### src/rtl/microcode_uart_loader_pkg.sv
// Shared types and helpers for the microcode UART loader: loader state encoding
// and word/byte sizing helpers.
package microcode_uart_loader_pkg;

  typedef enum logic [2:0] {
    IDLE,
    LEN_HI,
    LEN_LO,
    DATA,
    WRITE,
    CHECK,
    DONE,
    ERROR
  } loader_state_t;

  localparam int BYTE_W = 8;

  function automatic int word_bytes(input int data_width);
    return data_width / BYTE_W;
  endfunction

  function automatic int index_width(input int n);
    return (n > 1) ? $clog2(n) : 1;
  endfunction

endpackage

### src/rtl/microcode_uart_loader_byte_timer.sv
// Inter-byte watchdog: counts idle cycles while enabled and flags expiry on the
// TIMEOUT-th consecutive cycle without a clear. TIMEOUT = 0 disables it.
module loader_byte_timer #(
  parameter int TIMEOUT = 100000
) (
  input  logic clock,
  input  logic reset,
  input  logic clear,
  input  logic enable,
  output logic expire
);

  localparam int CW = (TIMEOUT > 1) ? $clog2(TIMEOUT) : 1;
  localparam logic [CW-1:0] LAST = (TIMEOUT > 0) ? CW'(TIMEOUT - 1) : '0;

  logic [CW-1:0] count;

  always_ff @(posedge clock) begin
    if (reset || clear || !enable) begin
      count <= '0;
    end else if (count != LAST) begin
      count <= count + CW'(1);
    end
  end

  // count holds the number of idle cycles already elapsed, so the cycle that
  // sees LAST is the TIMEOUT-th idle cycle.
  assign expire = (TIMEOUT != 0) && enable && !clear && (count == LAST);

endmodule

### src/rtl/microcode_uart_loader.sv
// Loads a framed microcode image from a byte stream into the micro memory write
// port, assembling words MSB-byte-first, and releases cpu_hold once the checksum is good.
module microcode_uart_loader
  import microcode_uart_loader_pkg::*;
#(
  parameter int DATA_WIDTH = 88,
  parameter int ADDR_WIDTH = 9,
  parameter int TIMEOUT    = 100000
) (
  input  logic                  clock,
  input  logic                  reset,
  input  logic                  start,
  input  logic [7:0]            rx_data,
  input  logic                  rx_valid,
  output logic                  rx_ready,
  output logic [ADDR_WIDTH-1:0] mem_address,
  output logic [DATA_WIDTH-1:0] mem_data,
  output logic                  mem_we,
  output logic                  cpu_hold,
  output logic                  busy,
  output logic                  done,
  output logic                  error,
  output logic [ADDR_WIDTH:0]   word_count,
  output logic [2:0]            state_dbg
);

  localparam int BYTES = word_bytes(DATA_WIDTH);
  localparam int IW    = index_width(BYTES);
  localparam logic [IW-1:0] LAST_BYTE = IW'(BYTES - 1);
  localparam logic [16:0]   MAX_WORDS = 17'(2 ** ADDR_WIDTH);

  loader_state_t state, state_next;

  logic [ADDR_WIDTH-1:0] addr;
  logic [7:0]            len_hi;
  logic [15:0]           len;
  logic [IW-1:0]         byte_idx;
  logic [DATA_WIDTH-1:0] word;
  logic [7:0]            sum;

  logic                  accept;
  logic                  expire;
  logic                  timed;
  logic                  idle_like;
  logic [15:0]           len_rx;
  logic [DATA_WIDTH-1:0] word_shifted;
  logic                  more_words;
  logic                  sum_ok;

  // Handshake: a byte transfers on a cycle where rx_valid and rx_ready are both
  // high; rx_ready depends only on the current state, never on rx_valid.
  assign accept       = rx_valid & rx_ready;
  assign len_rx       = {len_hi, rx_data};
  assign word_shifted = (word << 8) | DATA_WIDTH'(rx_data);
  assign more_words   = (17'(word_count) + 17'd1) < {1'b0, len};
  assign sum_ok       = (sum + rx_data) == 8'd0;

  assign timed     = state inside {LEN_LO, DATA, WRITE, CHECK};
  assign idle_like = state inside {IDLE, DONE, ERROR};
  assign busy      = state inside {LEN_HI, LEN_LO, DATA, WRITE, CHECK};
  assign done      = (state == DONE);
  assign error     = (state == ERROR);
  assign cpu_hold  = (state != DONE);
  assign state_dbg = state;

  loader_byte_timer #(
    .TIMEOUT(TIMEOUT)
  ) u_timer (
    .clock (clock),
    .reset (reset),
    .clear (accept | ~timed),
    .enable(timed),
    .expire(expire)
  );

  always_ff @(posedge clock) begin
    if (reset) begin
      state <= IDLE;
    end else begin
      state <= state_next;
    end
  end

  always_comb begin
    state_next = state;
    rx_ready   = 1'b0;
    case (state)
      IDLE, DONE, ERROR: begin
        if (start) state_next = LEN_HI;
      end
      LEN_HI: begin
        rx_ready = 1'b1;
        if (rx_valid) state_next = LEN_LO;
      end
      LEN_LO: begin
        rx_ready = 1'b1;
        if (accept) begin
          if (len_rx == 16'd0)                state_next = CHECK;
          else if ({1'b0, len_rx} > MAX_WORDS) state_next = ERROR;
          else                                 state_next = DATA;
        end else if (expire) begin
          state_next = ERROR;
        end
      end
      DATA: begin
        rx_ready = 1'b1;
        if (accept) begin
          if (byte_idx == LAST_BYTE) state_next = WRITE;
        end else if (expire) begin
          state_next = ERROR;
        end
      end
      WRITE: begin
        if (expire)          state_next = ERROR;
        else if (more_words) state_next = DATA;
        else                 state_next = CHECK;
      end
      CHECK: begin
        rx_ready = 1'b1;
        if (accept)      state_next = sum_ok ? DONE : ERROR;
        else if (expire) state_next = ERROR;
      end
      default: state_next = IDLE;
    endcase
  end

  always_ff @(posedge clock) begin
    if (reset) begin
      addr        <= '0;
      len_hi      <= '0;
      len         <= '0;
      byte_idx    <= '0;
      word        <= '0;
      sum         <= '0;
      word_count  <= '0;
      mem_address <= '0;
      mem_data    <= '0;
      mem_we      <= 1'b0;
    end else begin
      mem_we <= 1'b0;
      if (idle_like && start) begin
        addr       <= '0;
        byte_idx   <= '0;
        sum        <= '0;
        word_count <= '0;
      end
      case (state)
        LEN_HI: if (accept) len_hi <= rx_data;
        LEN_LO: if (accept) len <= len_rx;
        DATA: begin
          if (accept) begin
            sum  <= sum + rx_data;
            word <= word_shifted;
            // The strobe is registered here so it lands in the WRITE cycle,
            // one cycle after the last byte, with data that then holds.
            if (byte_idx == LAST_BYTE) begin
              byte_idx    <= '0;
              mem_we      <= 1'b1;
              mem_data    <= word_shifted;
              mem_address <= addr;
            end else begin
              byte_idx <= byte_idx + IW'(1);
            end
          end
        end
        WRITE: begin
          addr       <= addr + ADDR_WIDTH'(1);
          word_count <= word_count + (ADDR_WIDTH + 1)'(1);
        end
        default: ;
      endcase
    end
  end

endmodule
### config.mk
export PLATFORM = sky130hd
export DESIGN_NAME = microcode_uart_loader
export DESIGN_NICKNAME = d
export VERILOG_FILES = /design/src/rtl/microcode_uart_loader_pkg.sv /design/src/rtl/microcode_uart_loader_byte_timer.sv /design/src/rtl/microcode_uart_loader.sv
export SDC_FILE = /design/constraint.sdc
export NUM_CORES = 1
export LEC_CHECK = 0
export ABC_AREA = 1
export CORE_ASPECT_RATIO = 0.7
export CORE_MARGIN = 3
export CORE_UTILIZATION = 40
export CTS_BUF_LIST = sky130_fd_sc_hd__clkbuf_2
export CTS_CLUSTER_DIAMETER = 60
export DETAILED_ROUTE_END_ITERATION = 10
export HOLD_SLACK_MARGIN = 0.1
export PLACE_DENSITY = 0.73
export SYNTH_ARGS = -nofsm -noshare
export SYNTH_HDL_FRONTEND = slang
export SYNTH_SLANG_ARGS = --single-unit
### constraint.sdc
create_clock -name clock -period 2.2 [get_ports clock]
set_clock_uncertainty 0.05 [all_clocks]
set_input_delay 0.66 -clock clock [delete_from_list [all_inputs] [get_ports clock]]
set_output_delay 0.66 -clock clock [all_outputs]
set_load 0.005 [all_outputs]
## Yosys cells after proc, flatten, opt, wreduce, memory -nomap -nowiden

Cells that the tools add are included.

| storage, ports and cells | value |
|---|---|
| flip-flop bits (word level) | 253 |
| input bits | 12 |
| output and inout bits | 116 |
| word-level logic and storage cells | 88 |

| operators by class | value |
|---|---|
| add/subtract/negate cells | 6 |
| order comparisons | 2 |
| eq/ne operators | 14 |
| multiplexer cells | 26 |
| bitwise operators | 6 |
| reductions and logical operators | 22 |

Operator list:

| kind | count |
|---|---|
| $or A88 B8 Y88 | 1 |
| $mux W3 | 11 |
| $mux W8 | 3 |
| $mux W10 | 2 |
| $mux W9 | 2 |
| $pmux W3 S6 | 1 |
| $add A17 B1 Y17 const B | 1 |
| $eq A17 B17 Y1 const B | 1 |
| $ne A17 B17 Y1 const B | 1 |
| $gt A16 B10 Y1 const B | 1 |
| $logic_not A16 Y1 | 1 |
| $lt A11 B16 Y1 | 1 |
| $mux W4 | 4 |
| $eq A3 B3 Y1 const B | 4 |
| $add A10 B1 Y11 const B | 1 |
| $add A10 B1 Y10 const B | 1 |
| $add A9 B1 Y9 const B | 1 |
| $add A8 B8 Y8 | 1 |
| $logic_not A8 Y1 | 1 |
| $eq A3 B2 Y1 const B | 2 |
| $reduce_and A2 Y1 | 3 |
| $reduce_and A3 Y1 | 2 |
| $reduce_or A3 Y1 | 2 |
| $reduce_bool A5 Y1 | 1 |
| 18 further kinds | 27 |

## Logic depth before layout (Yosys ltp)

Gate-level depths: netlist of run 1.

| logic depth | value |
|---|---|
| word-level depth | 11 |
| gate-level depth with buffers | 20 |

## By module

A second synthesis of run 1 with hierarchy kept.

| unflattened totals | value |
|---|---|
| cells, all modules | 1373 |
| area total of the unflattened synthesis | 10503.8 sq um |

By module, submodules not included:

| module | instances | cells each | area an instance (sq um) | seq. area each (sq um) |
|---|---|---|---|---|
| microcode_uart_loader | 1 | 1221 | 9517.9 | 4724.5 |
| loader_byte_timer | 1 | 152 | 985.9 | 340.3 |

## Worst setup path after synthesis of run 1

OpenSTA, ideal clock, no wires.

| timing | value |
|---|---|
| kind | register to register |
| start point | register word_count[0] |
| end point | register state[1], in the netlist state_dbg[1] |
| setup time | 0.132 ns |
| arrival time | 1.975 ns |
| path slack | 0.043 ns |
| cell stages (with the launch flop) | 20 |
| path through | dfxtp_1 -> ha_1 -> nand3_1 -> nor2_1 -> inv_1 -> nor2_1 -> inv_1 -> nand2_1 -> inv_1 -> ha_1 -> nand2_1 -> o21a_1 -> nand2_1 -> nand2_1 -> nand2_1 -> nand2_1 -> nand2_1 -> nand2_1 -> nand2_1 -> a21oi_1 |

| on the way | value |
|---|---|
| word-level cells in the longest chain between the ends | 5 |

RTL lines:

| what | RTL line | text |
|---|---|---|
| from (decl) | microcode_uart_loader.sv:23 | `output logic [ADDR_WIDTH:0] word_count,` |
| from (signal assigned) | microcode_uart_loader.sv:168 | `word_count <= word_count + (ADDR_WIDTH + 1)'(1);` |
| $add A10 B1 Y11 | microcode_uart_loader.sv:55 | `assign more_words = (17'(word_count) + 17'd1) < {1'b0, len};` |
| $lt A11 B16 Y1 | microcode_uart_loader.sv:55 |  |
| $mux W3 | microcode_uart_loader.sv:115 | `else if (more_words) state_next = DATA;` |
| $mux W3 | microcode_uart_loader.sv:114 | `if (expire) state_next = ERROR;` |
| $pmux W3 S6 | microcode_uart_loader.sv:87 | `case (state)` |
| to (signal assigned) | microcode_uart_loader.sv:80 | `state <= state_next;` |
| to (decl) | microcode_uart_loader.sv:32 | `loader_state_t state, state_next;` |

Every way passes these cells.
A chain may end at the register's enable or synchronous reset.

## Final worst setup path of run 1

| timing | value |
|---|---|
| start point | register word_count[1] |
| end point | register state[1], in the netlist state_dbg[1] |

The elaborated chain is that of the path after synthesis.

==> flow_metrics.env, run 1 <==
export IMPL_outcome="finished, violations left"
export IMPL_violations="negative setup slack"
export IMPL_nFillCells=2337
export IMPL_die_area_um2=27600
export IMPL_drive_gt1_share_pct=32.8
export IMPL_clock_latency_ns=0.89
export IMPL_crit_family="simple AND/OR/NAND/NOR gates"
export IMPL_post_dp_cell_area_um2=12400
export IMPL_yosys_cell_types_count=38
export IMPL_async_flop_share_pct=0
export IMPL_syn_nets=1351
export IMPL_total_leakage_power_nw=5.74
export IMPL_cts_sinks=253
export IMPL_required_ns=2.87
export IMPL_synth_top_area_share_pct=49.5
export IMPL_crit_type="register to register"
export IMPL_min_from="reset"
export IMPL_grt_use_total_pct=19.8
export IMPL_maxCapViolCount=0
export IMPL_ys_top_cells_by_count="253 x dfxtp_1, 174 x nand2_1, 170 x o21ai_0"
export IMPL_ys_warn_count=0
export IMPL_antenna_found_initial=1
export IMPL_setup_ws_ns=-0.274
export IMPL_fin_nets=1599
export IMPL_design_area_um2=13200
export IMPL_wl_mm=28.4
export IMPL_cts_buffers=60
export IMPL_fp_coreArea_um2=24900
export IMPL_drt_pre_antenna_iters=5
export IMPL_synthTopCellsByArea="dfxtp_1 50%, o21ai_0 8.3%, a21oi_1 7.8%"
export IMPL_yosysSeqAreaShare_pct=49.5
export IMPL_p_sw_mw=2.38
export IMPL_period_needed_ns=2.47
export IMPL_crit_arrival_ns=3.15
export IMPL_multi_input_area_um2=4510
export IMPL_crit_path_top_delay_cell="dfxtp_2"
export IMPL_syn_avg_cell_area_um2=7.77
export IMPL_crit_fanout=3
export IMPL_drtIter0Drc=684
export IMPL_synth_most_common_cell="dfxtp_1"
export IMPL_synth_area_um2=10200
export IMPL_grt_pass1_wl_mm=44.8
export IMPL_hold_violations=0
export IMPL_dp_slack_ns=-0.574
export IMPL_worst_pin_slew_ns=0.445
export IMPL_max_stage_delay_ns=0.36
export IMPL_start_util_pct=41.0
export IMPL_crit_buf_inv=3
export IMPL_setup_worst_path_start="word_count[1]"
export IMPL_rsz0062_at_grt="true"
export IMPL_drc=0
export IMPL_area_delta_synth_final_pct=29.0
export IMPL_maxSlewViolCount=0
export IMPL_vias=9593
export IMPL_end_kind="register"
export IMPL_synth_seq_cells=253
export IMPL_p_int_mw=6.09
export IMPL_rows=48
export IMPL_wl_per_cell_um=14.7
export IMPL_clk_pin_slew_ns=0.11
export IMPL_reg2reg_from="word_count[1]"
export IMPL_grt_max_degree=49
export IMPL_die_w_um=197
export IMPL_routabilityCongestion=0.894
export IMPL_setup_viol=10
export IMPL_p_clk_share_pct=35.4
export IMPL_synth_main_ff_cell="dfxtp_1"
export IMPL_viasPerCell=4.96
export IMPL_syn_inst=1317
export IMPL_final_util_pct=52.9
export IMPL_htree_levels=2
export IMPL_max_freq_mhz=404
export IMPL_startpoint_type="register"
export IMPL_cts_tree="built"
export IMPL_seq_power_share_pct=55.1
export IMPL_cp_common_cell="nand2_1"
export IMPL_die_y_um=140
export IMPL_maxSlewHeadroom_pct=70.4
export IMPL_seq_area_um2=5210
export IMPL_path_cells="buf_6 -> ha_4 -> nand3_4 -> nor2_4 -> inv_2 -> nor2_4 -> nand2_2 -> nand2b_1 -> inv_2 -> ha_4 -> nand4_1 -> nor2_2 -> nand2_4 -> nand2_2 -> nand2_1 -> nand2_1 -> nand2_1 -> nand2_1 -> a21oi_1"
export IMPL_switching_share_pct=28.1
export IMPL_grt_pass1_vias=9077
export IMPL_p_comb_share_pct=9.5
export IMPL_ctsRootBufferMaster="clkbuf_2"
export IMPL_period_share_pct=112
export IMPL_synth_largest_area_cell="dfxtp_1"
export IMPL_min_path_type="input pin to register"
export IMPL_dp_hpwl_mm=19.4
export IMPL_ant_nets=0
export IMPL_grt_overflow=0
export IMPL_vdd_drop_max_mv=0.250
export IMPL_cts_max_path_buffers=3
export IMPL_port_buffers=127
export IMPL_ioPinCount=128
export IMPL_synth_edf_count=0
export IMPL_power_density_nw_per_um2=642
export IMPL_r2r_slack_ns=-0.27
==> registers in the layout (all words and copies together), names as in the netlist, 8 cells and up <==
signal / cells
mem_address: 9
mem_data: 88
word: 80
len: 16
u_timer.count: 17
len_hi: 8
addr: 9
sum: 8
word_count: 10
==> cells by family after synthesis <==
group,after synthesis,share of synthesized area (%)
flip-flops,253,49.5
XOR/XNOR,12,1.03
buffers and inverters,228,8.89
AO/OA/AOI/OAI,374,19.6
AND/OR/NAND/NOR,428,18.2
adder cells (fa/ha/maj),22,2.76
==> cells in the final DEF (no fill, tap or decap), types with 92 or more instances in the layout <==
cell type,netlist,final
clkbuf_2,0,97
buf_2,19,92
dfxtp_2,0,103
a21oi_1,159,152
o21ai_0,170,170
buf_4,0,104
nand2_1,174,165
nor2_1,143,133
dfxtp_1,253,145
inv_1,149,141
==> per-layer routing <==
layer / up-vias / GRT usage [%] / share of wire (%)
met1: 4410 / 28.0 / 48
met4: 0 / 5.36 / 1.5
met2: 285 / 29.9 / 43
met5: - / 0 / 0
met3: 39 / 5.25 / 7.6
li1: 4859 / - / -
==> worst paths after layout <==
path,end,depth (start not counted)
min,byte_idx[2],4
min reg2reg,mem_data[87],2
max,state_dbg[1],19
max reg2reg,state_dbg[1],19
==> area by class of cell <==
class                      count  share of cell area (%)
sequential                   253                    39.5
multi-input combinational    836                    34.2
timing repair buffer         257                    14.6
inverter                     156                    4.48
tap                          325                    3.08
clock buffer                  81                    3.07
clock inverter                24                   0.939
timing repair inverter         1                  0.0569
antenna                        1                  0.0190
==> repair_timing <==
action,in CTS,in global routing
buffers inserted,39,16
gates resized for setup,572,77
setup endpoints to repair,118,66
cloned,0,1
pin swaps,26,28
hold buffers,0,0
==> worst min-delay path, cell delays in order <==
cell,delay (ns)
buf_2,0.13
inv_4,0.15
nand2_1,0.11
a211oi_1,0.04
==> power groups by stage <==
stage / registers, mW / logic (mW) / clock network [mW]
after floorplan: 4.77 / 0.373 / 0
after global placement: 4.77 / 0.649 / 0
after detailed placement: 4.77 / 0.655 / 0
after CTS: 4.66 / 0.754 / 3.10
after global routing: 4.67 / 0.885 / 3.37
final: 4.66 / 0.805 / 3.00
==> metrics by stage <==
step	power, mW	instances	setup TNS, ns	hold WS, ns
floorplan	5.14	1317	0	0.380
global placement	5.42	1778	-17.77	0.389
detailed placement	5.43	1778	-19.79	0.399
CTS	8.52	1921	-2.25	0.118
global route	8.92	1934	-2.89	0.151
finish	8.47	1934	-1.33	0.201
(Power assumes the default switching activity.)
==> run 2, diff against run 1 <==
Settings changed: SLEW_MARGIN set to 15.
==> results of run 2 <==
No change in the layout: final DEF, timing and power equal those of run 1.
==> run 3, diff against run 2 <==
Settings changed: CELL_PAD_IN_SITES_DETAIL_PLACEMENT set to 0, CELL_PAD_IN_SITES_GLOBAL_PLACEMENT set to 2, CORE_UTILIZATION 40 to 30, PLACE_DENSITY 0.73 to 0.87.
==> run 3 against run 2 <==
Compared with the run above:
- the run still ends with negative setup slack left
- count of clock-buffer cells in the layout increased by 18
- first-iteration DRC count is 36% lower
- sequential power barely moved
- design area rose by 2.2%
- core utilization decreased by 12 points
- hold slack gained 0.077 ns
- critical path depth is 14 lower
- fmax rose by 5.6%
- worst setup slack better by 0.13 ns
- via count decreased by 3.1%
- critical endpoint is now busy
- largest cell class unchanged
- largest power group unchanged
==> flow_metrics.env, run 3 (synthesis results as in run 1) <==
export IMPL_maxCapViolCount=0
export IMPL_die_w_um=227
export IMPL_power_total_mw=8.44
export IMPL_nFillCells=3450
export IMPL_drive_gt1_share_pct=28.6
export IMPL_min_path_type="input pin to register"
export IMPL_fp_coreArea_um2=33000
export IMPL_grt_pass1_vias=9098
export IMPL_top_regs="mem_data (88), word (80), u_timer.count (17)"
export IMPL_clk_pin_slew_ns=0.10
export IMPL_period_share_pct=106
export IMPL_wl_per_cell_um=14.5
export IMPL_start_util_pct=31.0
export IMPL_worst_pin_slew_ns=0.382
export IMPL_startpoint_type="register"
export IMPL_port_buffers=127
export IMPL_ctsRootBufferMaster="clkbuf_2"
export IMPL_cts_buffers=67
export IMPL_cts_max_path_buffers=3
export IMPL_die_area_um2=36400
export IMPL_ant_nets=0
export IMPL_end_kind="output pin"
export IMPL_crit_arrival_ns=1.63
export IMPL_drc=0
export IMPL_timing_hold_ws_ns=0.278
export IMPL_setup_viol=9
export IMPL_total_leakage_power_nw=5.66
export IMPL_crit_fanout=4
export IMPL_grt_overflow=0
export IMPL_vdd_drop_max_mv=0.218
export IMPL_grt_max_degree=56
export IMPL_fin_nets=1593
export IMPL_drt_pre_antenna_iters=4
export IMPL_max_freq_mhz=427
export IMPL_timing_setup_tns_ns=-0.898
export IMPL_period_needed_ns=2.34
export IMPL_die_y_um=161
export IMPL_violations="negative setup slack"
export IMPL_post_dp_cell_area_um2=12500
export IMPL_grt_pass1_wl_mm=47.7
export IMPL_outcome="finished, violations left"
export IMPL_largest_reg_flops=88
export IMPL_ioPinCount=128
export IMPL_required_ns=1.49
export IMPL_crit_type="register to output pin"
export IMPL_htree_levels=3
export IMPL_setup_ws_ns=-0.142
export IMPL_dp_slack_ns=-0.526
export IMPL_design_area_um2=13500
export IMPL_antenna_found_initial=1
export IMPL_cts_hold_buffers=0
export IMPL_cts_tree="built"
export IMPL_grt_use_total_pct=16.3
export IMPL_clock_latency_ns=0.81
export IMPL_area_delta_synth_final_pct=31.8
export IMPL_power_density_nw_per_um2=626
export IMPL_routabilityCongestion=0.788
export IMPL_rsz0062_at_grt="true"
export IMPL_maxSlewViolCount=0
export IMPL_hold_violations=0
export IMPL_viasPerCell=4.59
export IMPL_vias=9293
export IMPL_cts_sinks=253
export IMPL_seq_area_um2=5210
export IMPL_rows=55
export IMPL_multi_input_area_um2=4450
export IMPL_drtIter0Drc=439
export IMPL_mostFrequentLayoutCell="o21ai_0"
export IMPL_maxSlewHeadroom_pct=74.3
export IMPL_dp_hpwl_mm=20.5
export IMPL_top_register="mem_data"
export IMPL_layout_common_cells="170 x o21ai_0, 163 x nand2_1, 156 x a21oi_1, 150 x dfxtp_1, 142 x inv_1"
export IMPL_wl_mm=29.4
-- run 3: cell count changes in the layout (fill, tap and decap cells not counted), moves of 5 or more --
cell,before,now
clkbuf_2,97,116
buf_4,104,93
dfxtp_1,145,150
dfxtp_2,103,95
clkdlybuf4s15_2,0,8
clkinv_1,20,5
clkdlybuf4s15_1,1,52
dlygate4sd2_1,0,7
buf_2,92,24
nor2_1,133,138
-- run 3: worst paths after layout --
path | startpoint | endpoint | slack (ns) | cells after the start
max | state_dbg[1] | busy | -0.14 | 5
min | reset | mem_we | 0.28 | 3
max reg2reg | word_count[2] | state_dbg[1] | -0.11 | 19
min reg2reg | word[77] | mem_data[85] | 0.40 | 2
-- run 3: area by class of cell --
cell class / count / share of cell area (%)
tap: 427 / 3.96
multi-input combinational: 836 / 33.0
clock buffer: 99 / 3.68
antenna: 1 / 0.0186
clock inverter: 9 / 0.260
sequential: 253 / 38.7
timing repair buffer: 245 / 16.0
inverter: 156 / 4.44
-- run 3: report_power, final --
| group | switching (mW) | total, mW | internal (mW) |
|---|---|---|---|
| registers | 0.0384 | 4.66 | 4.62 |
| logic | 0.446 | 0.756 | 0.310 |
| clock network | 1.85 | 3.03 | 1.17 |
| total | 2.34 | 8.44 | 6.11 |
-- run 3: per-stage QoR --
step | util [%] | cells
after floorplan | - | 1317
after CTS | 40.5 | 2014
after global routing | 40.9 | 2026
final | 40.9 | 2026
after detailed placement | 37.9 | 1886
after global placement | 37.9 | 1886
-- run 3: critical path, cell delays in order, from the launching register on --
cell,delay [ns]
dfxtp_4,0.38
buf_6,0.13
nand2_8,0.08
inv_6,0.04
nor2_4,0.09
buf_2,0.11
-- run 3: layer usage --
metal	track usage [%]	vias up	wire [um]
met1	23.8	4243	15400
met4	5.65	0	527
met3	4.06	41	1370
li1	-	4839	-
met5	0	-	0
met2	23.1	170	12100
-- run 3: what timing repair did --
item	4_1_cts	5_1_grt
pin swaps	20	22
gates resized for setup	421	81
endpoints found under the setup margin	118	58
setup buffers	23	12
